[src/rtl/adder4_result_stage_if.sv]
// Handshake bundle between the 4-bit adder, the result stage and its consumer.
// The master side is the adder/consumer environment; the stage itself uses the slave side.
interface adder4_result_stage_if #(
  parameter int CNT_W = 8
);
  logic             in_valid;
  logic             in_ready;
  logic [4:0]       sum_in;
  logic             a_msb;
  logic             b_msb;
  logic             out_valid;
  logic             out_ready;
  logic [3:0]       out_sum;
  logic [3:0]       out_flags;
  logic             clr_cnt;
  logic [CNT_W-1:0] carry_cnt;

  modport master (
    output in_valid, sum_in, a_msb, b_msb, out_ready, clr_cnt,
    input  in_ready, out_valid, out_sum, out_flags, carry_cnt
  );

  modport slave (
    input  in_valid, sum_in, a_msb, b_msb, out_ready, clr_cnt,
    output in_ready, out_valid, out_sum, out_flags, carry_cnt
  );
endinterface

[src/rtl/adder4_result_stage.sv]
// Two-entry skid buffer behind the 4-bit adder: derives C/Z/N/V per result,
// presents results in FIFO order and keeps a saturating carry-out count.
module adder4_result_stage #(
  parameter int CNT_W = 8
) (
  input  logic                  clk,
  input  logic                  rst,
  adder4_result_stage_if.slave  bus
);

  typedef enum logic [1:0] {
    ST_EMPTY = 2'd0,
    ST_ONE   = 2'd1,
    ST_FULL  = 2'd2
  } state_t;

  localparam logic [CNT_W-1:0] CNT_MAX = {CNT_W{1'b1}};

  state_t           r_state;
  state_t           w_state_nxt;
  logic [3:0]       r_head_sum;
  logic [3:0]       r_head_flags;
  logic [3:0]       r_tail_sum;
  logic [3:0]       r_tail_flags;
  logic [CNT_W-1:0] r_carry_cnt;

  logic             w_in_ready;
  logic             w_out_valid;
  logic             w_push;
  logic             w_pop;
  logic             w_load_head_new;
  logic             w_load_head_tail;
  logic             w_load_tail;
  logic [3:0]       w_new_flags;

  // {C,Z,N,V}; Z looks at the nibble only, so a carry-out does not clear it.
  function automatic logic [3:0] calc_flags(
    input logic [4:0] sum,
    input logic       a_msb,
    input logic       b_msb
  );
    logic c;
    logic z;
    logic n;
    logic v;
    c = sum[4];
    z = (sum[3:0] == 4'd0);
    n = sum[3];
    v = (a_msb == b_msb) && (sum[3] != a_msb);
    return {c, z, n, v};
  endfunction

  assign w_new_flags = calc_flags(bus.sum_in, bus.a_msb, bus.b_msb);
  assign w_push      = bus.in_valid & w_in_ready;
  assign w_pop       = w_out_valid & bus.out_ready;

  always_ff @(posedge clk or posedge rst) begin
    if (rst) begin
      r_state <= ST_EMPTY;
    end else begin
      r_state <= w_state_nxt;
    end
  end

  always_comb begin
    w_state_nxt      = r_state;
    w_load_head_new  = 1'b0;
    w_load_head_tail = 1'b0;
    w_load_tail      = 1'b0;
    case (r_state)
      ST_EMPTY: begin
        if (w_push) begin
          w_state_nxt     = ST_ONE;
          w_load_head_new = 1'b1;
        end else begin
          w_state_nxt     = ST_EMPTY;
        end
      end
      ST_ONE: begin
        if (w_push && w_pop) begin
          w_state_nxt     = ST_ONE;
          w_load_head_new = 1'b1;
        end else if (w_push) begin
          w_state_nxt     = ST_FULL;
          w_load_tail     = 1'b1;
        end else if (w_pop) begin
          w_state_nxt     = ST_EMPTY;
        end else begin
          w_state_nxt     = ST_ONE;
        end
      end
      ST_FULL: begin
        if (w_pop) begin
          w_state_nxt      = ST_ONE;
          w_load_head_tail = 1'b1;
        end else begin
          w_state_nxt      = ST_FULL;
        end
      end
      default: begin
        w_state_nxt = ST_EMPTY;
      end
    endcase
  end

  // in_ready depends on registered state and rst only, never on out_ready.
  always_comb begin
    w_in_ready  = 1'b0;
    w_out_valid = 1'b0;
    case (r_state)
      ST_EMPTY: begin
        w_in_ready  = ~rst;
        w_out_valid = 1'b0;
      end
      ST_ONE: begin
        w_in_ready  = ~rst;
        w_out_valid = 1'b1;
      end
      ST_FULL: begin
        w_in_ready  = 1'b0;
        w_out_valid = 1'b1;
      end
      default: begin
        w_in_ready  = 1'b0;
        w_out_valid = 1'b0;
      end
    endcase
  end

  always_ff @(posedge clk) begin
    if (w_load_head_new) begin
      r_head_sum   <= bus.sum_in[3:0];
      r_head_flags <= w_new_flags;
    end else if (w_load_head_tail) begin
      r_head_sum   <= r_tail_sum;
      r_head_flags <= r_tail_flags;
    end
    if (w_load_tail) begin
      r_tail_sum   <= bus.sum_in[3:0];
      r_tail_flags <= w_new_flags;
    end
  end

  // Clear wins over a same-cycle carry push.
  always_ff @(posedge clk or posedge rst) begin
    if (rst) begin
      r_carry_cnt <= {CNT_W{1'b0}};
    end else if (bus.clr_cnt) begin
      r_carry_cnt <= {CNT_W{1'b0}};
    end else if (w_push && bus.sum_in[4] && (r_carry_cnt != CNT_MAX)) begin
      r_carry_cnt <= r_carry_cnt + CNT_W'(1);
    end
  end

  assign bus.in_ready  = w_in_ready;
  assign bus.out_valid = w_out_valid;
  assign bus.out_sum   = w_out_valid ? r_head_sum : 4'd0;
  assign bus.out_flags = w_out_valid ? r_head_flags : 4'd0;
  assign bus.carry_cnt = r_carry_cnt;

endmodule

[src/flat_wrapper.sv]
// flat-port wrapper written by rule: the top's interface ports become plain ports
module adder4_result_stage_flat 
#(
  parameter int CNT_W = 8
)
  (clk, rst, bus_in_valid, bus_sum_in, bus_a_msb, bus_b_msb, bus_out_ready, bus_clr_cnt, bus_in_ready, bus_out_valid, bus_out_sum, bus_out_flags, bus_carry_cnt);
  adder4_result_stage_if #(.CNT_W(CNT_W)) bus_i ();
  input  logic clk;
  input  logic rst;
  input wire logic [$bits(bus_i.in_valid)-1:0] bus_in_valid;
  input wire logic [$bits(bus_i.sum_in)-1:0] bus_sum_in;
  input wire logic [$bits(bus_i.a_msb)-1:0] bus_a_msb;
  input wire logic [$bits(bus_i.b_msb)-1:0] bus_b_msb;
  input wire logic [$bits(bus_i.out_ready)-1:0] bus_out_ready;
  input wire logic [$bits(bus_i.clr_cnt)-1:0] bus_clr_cnt;
  output wire logic [$bits(bus_i.in_ready)-1:0] bus_in_ready;
  output wire logic [$bits(bus_i.out_valid)-1:0] bus_out_valid;
  output wire logic [$bits(bus_i.out_sum)-1:0] bus_out_sum;
  output wire logic [$bits(bus_i.out_flags)-1:0] bus_out_flags;
  output wire logic [$bits(bus_i.carry_cnt)-1:0] bus_carry_cnt;
  assign bus_i.in_valid = bus_in_valid;
  assign bus_i.sum_in = bus_sum_in;
  assign bus_i.a_msb = bus_a_msb;
  assign bus_i.b_msb = bus_b_msb;
  assign bus_i.out_ready = bus_out_ready;
  assign bus_i.clr_cnt = bus_clr_cnt;
  assign bus_in_ready = bus_i.in_ready;
  assign bus_out_valid = bus_i.out_valid;
  assign bus_out_sum = bus_i.out_sum;
  assign bus_out_flags = bus_i.out_flags;
  assign bus_carry_cnt = bus_i.carry_cnt;
  adder4_result_stage #(.CNT_W(CNT_W)) u_core (.clk(clk), .rst(rst), .bus(bus_i));
endmodule
[config.mk]
export PLATFORM = sky130hd
export DESIGN_NAME = adder4_result_stage_flat
export DESIGN_NICKNAME = d
export VERILOG_FILES = /design/src/rtl/adder4_result_stage_if.sv /design/src/rtl/adder4_result_stage.sv /design/src/flat_wrapper.sv
export SDC_FILE = /design/constraint.sdc
export NUM_CORES = 1
export LEC_CHECK = 0
export CORE_AREA = 2 2 76 42
export DETAILED_ROUTE_END_ITERATION = 8
export DIE_AREA = 0 0 78 44
export GPL_TIMING_DRIVEN = 0
export MAX_ROUTING_LAYER = met4
export PLACE_DENSITY = 0.84
export SYNTH_ARGS = -nofsm -noshare
export SYNTH_HDL_FRONTEND = slang
export SYNTH_SLANG_ARGS = --single-unit
[constraint.sdc]
create_clock -name clk -period 2.2 [get_ports clk]
set_input_delay 0.44 -clock clk [delete_from_list [all_inputs] [get_ports clk]]
set_output_delay 0.44 -clock clk [all_outputs]
set_load 0.02 [all_outputs]
# --- Word level (Yosys, flattened, before mapping) ---
# Cells that the tools add are included.
op_classes:
  n_addsub: 1
  n_eq_ne: 5
  muxes: 23
  bitwise_logic: 3
  n_reduce_logical: 10
ops:
  columns: ["cell", "count"]
  rows:
  - ["two-way mux 4 bit", 6]
  - ["two-way mux 8 bit", 2]
  - ["two-way mux 1 bit", 10]
  - ["adder 8 x 1 -> 8 bit, second input constant", 1]
  - ["inequality test 8 bit, second input constant", 1]
  - ["two-way mux 2 bit", 3]
  - ["case mux 2 bit (3 select lines)", 1]
  - ["logical AND 1 bit", 4]
  - ["logical NOT 4 bit", 1]
  - ["nonzero test 2 bit", 2]
  - ["OR reduction 2 bit", 2]
  - ["AND 1 bit", 2]
  - ["equality test 2 x 1 -> 1 bit, second input constant", 1]
  - ["equality test 2 bit, second input constant", 1]
  - ["logical NOT 2 bit", 1]
  - ["case mux 1 bit (2 select lines)", 1]
  - ["equality test 1 bit", 1]
  - ["inequality test 1 bit", 1]
  - ["NOT 1 bit", 1]
totals:
  ff_bits: 26
  input_bits: 12
  out_inout_bits: 18

# --- Longest topological paths before layout ---
logic_depth:
  ltp_word: 8
  ltp_mapped: 8

# --- Worst setup path after synthesis ---
# Ideal clock, no wire load.
synth_timing:
  path_type: "reg2reg"
  start: "register u_core.r_state[0]"
  end: "register u_core.r_head_flags[1] (data pin)"
  setup_ns: 0.260
  t_arrival_ns: 1.799
  required_ns: 1.940
  path_slack_ns: 0.141
  stages_incl_launch_ff: 9
  period_less_slack_ns: 2.059
  path_cell_list: "dfrtp_1 inv_1 ha_1 nand2_1 inv_1 ha_1 nand2_1 nand2_1 mux2_2"
synth_via:
  elab_chain_cells: 8
synth_lines:
  columns: ["item", "line", "text"]
  rows:
  - ["start: declaration", "adder4_result_stage.sv:19", "state_t r_state;"]
  - ["start signal: assignment", "adder4_result_stage.sv:61", "r_state <= w_state_nxt;"]
  - ["equality test 2 x 1 -> 1 bit / equality test 2 bit (equally long branches)", "adder4_result_stage.sv:110", "case (r_state)"]
  - ["OR reduction 2 bit (no line) (*)", null, null]
  - ["two-way mux 1 bit (*)", "adder4_result_stage.sv:110", null]
  - ["via bus_out_valid", "flat_wrapper.sv:17", "output wire logic [$bits(bus_i.out_valid)-1:0] bus_out_valid;"]
  - ["AND 1 bit (*)", "adder4_result_stage.sv:55", "assign w_pop = w_out_valid & bus.out_ready;"]
  - ["logical AND 1 bit (*)", "adder4_result_stage.sv:80", "if (w_push && w_pop) begin"]
  - ["two-way mux 1 bit (*)", "adder4_result_stage.sv:80", null]
  - ["case mux 1 bit (2 select lines) (*)", "adder4_result_stage.sv:70", "case (r_state)"]
  - ["two-way mux 4 bit (*)", "adder4_result_stage.sv:131", "if (w_load_head_new) begin"]
  - ["end signal: assignment", "adder4_result_stage.sv:133", "r_head_flags <= w_new_flags;"]
  - ["end signal: assignment", "adder4_result_stage.sv:136", "r_head_flags <= r_tail_flags;"]
  - ["end: declaration", "adder4_result_stage.sv:22", "logic [3:0] r_head_flags;"]
# The timed path passes the listed nets; every way through them passes the cells marked *.
# A chain may end at the register's enable or synchronous reset.

# --- Worst setup path after layout ---
layout_timing:
  start: "register u_core.r_state[1]"
  end: "register u_core.r_head_sum[2] (data pin)"
layout_via:
  elab_chain_cells: 8
layout_lines:
  columns: ["item", "line", "text"]
  rows:
  - ["equality test 2 x 1 -> 1 bit (tied with other cells)", "adder4_result_stage.sv:70, adder4_result_stage.sv:110", null]
  - ["OR reduction 2 bit (no line)", null, null]
  - ["two-way mux 1 bit (on tied branches)", null, null]
  - ["AND 1 bit (on tied branches)", "adder4_result_stage.sv:54, adder4_result_stage.sv:55", null]
  - ["logical AND 1 bit", "adder4_result_stage.sv:80", null]
  - ["two-way mux 1 bit", "adder4_result_stage.sv:80", null]
  - ["case mux 1 bit (2 select lines) (*)", "adder4_result_stage.sv:70", null]
  - ["two-way mux 4 bit (*)", "adder4_result_stage.sv:131", null]
  - ["end signal: assignment", "adder4_result_stage.sv:132", "r_head_sum <= bus.sum_in[3:0];"]
  - ["end signal: assignment", "adder4_result_stage.sv:135", "r_head_sum <= r_tail_sum;"]
  - ["end: declaration", "adder4_result_stage.sv:21", "logic [3:0] r_head_sum;"]
# Every way passes the cells marked *; elsewhere a longest branch is shown, timed or not.

==> results.md <==
- Status: finished, final reports clean
- Synthesized flop and latch total: 24
- H-tree levels: 1
- Share of cells above drive strength 1: 16.9%
- Worst VDD drop: 0.000372 V
- Post-Layout Inst Area: 1660 µm²
- Worst reg2reg endpoint: u_core.r_head_sum[2]
- Congestion Overflow GR: 0
- Non-filler cells in the finished layout: 182
- Remaining antenna violation count after routing: 0
- Root buffer cell: clkbuf_8
- Crit-path max FO: 7
- Commonest non-fill, non-tap cells in the layout: 18 x clkdlybuf4s50_1, 14 x edfxtp_1
- Crit path capture: u_core.r_head_sum[2]
- Dpl ws: -323 ps
- Worst-path cell with the longest stage delay: dfrtp_1
- Syn_area_per_cell: 11.8 µm²
- Unique masters post-synth: 29
- Worst EP arrival: 2180 ps
- Critical path type: flip-flop to flip-flop
- Worst-path clk slew: around 80 ps
- # diodes: 0
- Multi-input gate area in the final layout: 571 µm²
- Crit-path cells: inv_1 > ha_1 > or2_4 > and2_1 > ha_1 > nand2_1 > nand2_2 > mux2_2
- Gpl congestion: 0.782
- Worst Hold Class: flip-flop to flip-flop
- Initial core utilization: 45.0%
- PortBufs: 28
- Cell Area, Placed: 1590 µm²
- Placement row count: 14
- DR iter-0 viols: between 60 and 70
- CP top delay family: simple AND/OR/NAND/NOR gates
- Final max-slew violation count: 0
- Slew HR: 72.1%
- Crit path launch type: flip-flop
- Chip Width: 78 µm
- Clock Latency Late Sink: 260 ps
- Hold Worst Slack: 549 ps
- RR Startpoint: u_core.r_state[1]
- Total track usage: between 15 and 20%
- Hold-fix buffers at CTS: 0
- Cell Area, Synth: 1260 µm²
- Cell count after placement: 175
- Max-Cap Viols: 0
- R2r worst-path depth: 8
- Crit path depth: 8
- R2R Setup Slk: about 29 ps
- Worst setup margin: 29.0 ps
- Chip Height: 44 µm
- Synth Warn #: 0
- DR WL/cell: 15.1 µm
- Commonest non-fill, non-tap cell in the layout: clkdlybuf4s50_1
- First-pass GRT wire length: 4.40 mm
- Total CTS buffers: 3
- TritonCTS clock tree: yes
- Leak: 0.673 nW
- 1st-pass router iterations: 4
- Via count: 934
- CP peak stage delay: 370 ps
- Largest net degree at the start of global routing: 14
- Layout Skew: 2.83 ps
- Fin nets: 162
- HPWL after detailed placement: approximately 2.0 mm
- Clock buffer depth: 2
- Die area: 3430 µm²
- Worst EP required: 2210 ps
- Pwr Density: 947 nW/µm²
- I/O pins: 30
- Core footprint: 2800 µm²
- DR vias/cell: 5.13
- Final setup viols: 0
- DRT Wirelength: between 2 and 3 mm
- Critical path buffer and inverter count: 1
- Initial antenna violation count: 0
- Sequential share of the synthesized area: 53.2%
- Peak Freq: around 0.46 GHz
- Clock sink count: 24
- Fillers: 222
- Setup TNS: 0 ps
- Final hold violations: 0
- Critical Path Sink Type: flip-flop
- Cells after synthesis: 107
- P&R area growth vs syn: 32.1%
- CP Launch Point: u_core.r_state[1]
- Syn Nets: approximately 130
- Most frequent CP cell: ha_1
- Slew @ Worst Pin: around 410 ps
- Final Cycle Share: 98.7%
- Min Clock Period, post-route: 2170 ps
- Vias in the first global route: 930
- FF+latch area: 671 µm²
- Remaining DRCs: 0
[worst min path at each step]
| stage | start | slack [ps] | depth (start not counted) | end |
|---|---|---|---|---|
| floorplan | rst | 290 | 1 | u_core.bus.carry_cnt[0] |
| global placement | u_core.r_tail_flags[1] | 530 | 1 | u_core.r_head_flags[1] |
| detailed placement | u_core.r_tail_flags[0] | 540 | 1 | u_core.r_head_flags[0] |
| CTS | bus_clr_cnt | 550 | 2 | u_core.bus.carry_cnt[1] |
| global route | u_core.r_tail_sum[0] | 580 | 1 | u_core.r_head_sum[0] |
| finish | u_core.r_tail_flags[0] | 550 | 1 | u_core.r_head_flags[0] |
[per-stage QoR]
step,util (%),total power (W)
after global routing,59.4,0.00168
after CTS,58.5,0.00153
final,59.4,0.00158
after global placement,56.7,0.00129
after detailed placement,56.7,0.00133
after floorplan,-,0.00102
[registers in the layout, indices dropped and copies added, names as in the netlist]
| register | count |
|---|---|
| u_core.r_head_flags | 4 |
| u_core.r_tail_sum | 3 |
| u_core.r_tail_flags | 4 |
| u_core.bus.carry_cnt | 8 |
| u_core.r_head_sum | 3 |
| u_core.r_state | 2 |
[power breakdown]
group	switching (W)	total, W	internal, W	leakage (nW)
logic	0.000419	0.000739	0.000320	0.383
clock network	0.000125	0.000254	0.000129	0.0228
registers	0.0000269	0.000582	0.000555	0.267
[Yosys cell counts (all sizes together)]
library cell,number,area [µm²]
a21oi,5,25.0
a31oi,1,6.26
and2,10,62.6
buf,2,11.3
dfrtp,10,250
edfxtp,14,420
ha,7,87.6
inv,6,22.5
mux2,8,90.1
mux2i,1,10.0
nand2,11,41.3
nand3,5,35.0
nand4,1,12.5
nor2,4,15.0
nor2b,2,20.0
nor3,2,10.0
nor3b,2,15.0
nor4,1,6.26
nor4b,1,8.76
o2111ai,1,26.3
o21ai,4,20.0
o21bai,2,15.0
or2,3,21.3
or3,3,18.8
xor2,1,8.76
[worst register-to-register path: stages, from the launching register on]
cell	delay (ps)
dfrtp_1	370
inv_1	100
ha_1	240
or2_4	270
and2_1	170
ha_1	210
nand2_1	110
nand2_2	140
mux2_2	320
[logic make-up (layout without fill, tap and decap cells)]
kind of cell / count (synthesis) / in the layout / synth area share [%]
xor+xnor: 1 / 1 / 0.695
mux: 9 / 9 / 7.94
simple gates: 45 / 45 / 21.2
flops: 24 / 24 / 53.2
fa+ha+maj: 7 / 7 / 6.95
compound gates: 13 / 13 / 7.35
buf+inv: 8 / 43 / 2.68
[area by class of cell]
cell class	count	area share, %
flip-flops and latches	24	40.3
multi-input cells	75	34.3
repair buffers	31	17.4
well taps	40	3.01
clock buffers	4	2.71
inverters	6	1.58
plain buffers	2	0.677
[repair_timing]
action,CTS,global route
endpoints found under the setup margin,17,8
cloned,0,0
buffers inserted,1,2
gates resized for setup,13,1
[per-layer routing]
metal | global-route usage [%] | routed length (µm) | share of wire (%) | vias to the layer above
met2 | 31.7 | 1420 | 52 | 24
met1 | 20.8 | 1210 | 44 | 456
met4 | 7.02 | 45 | 1.6 | 0
met3 | 3.13 | 73 | 2.6 | 4
met5 | - | 0 | 0 | -
li1 | - | - | - | 450
No activity file was read; power rests on OpenSTA's default activity.
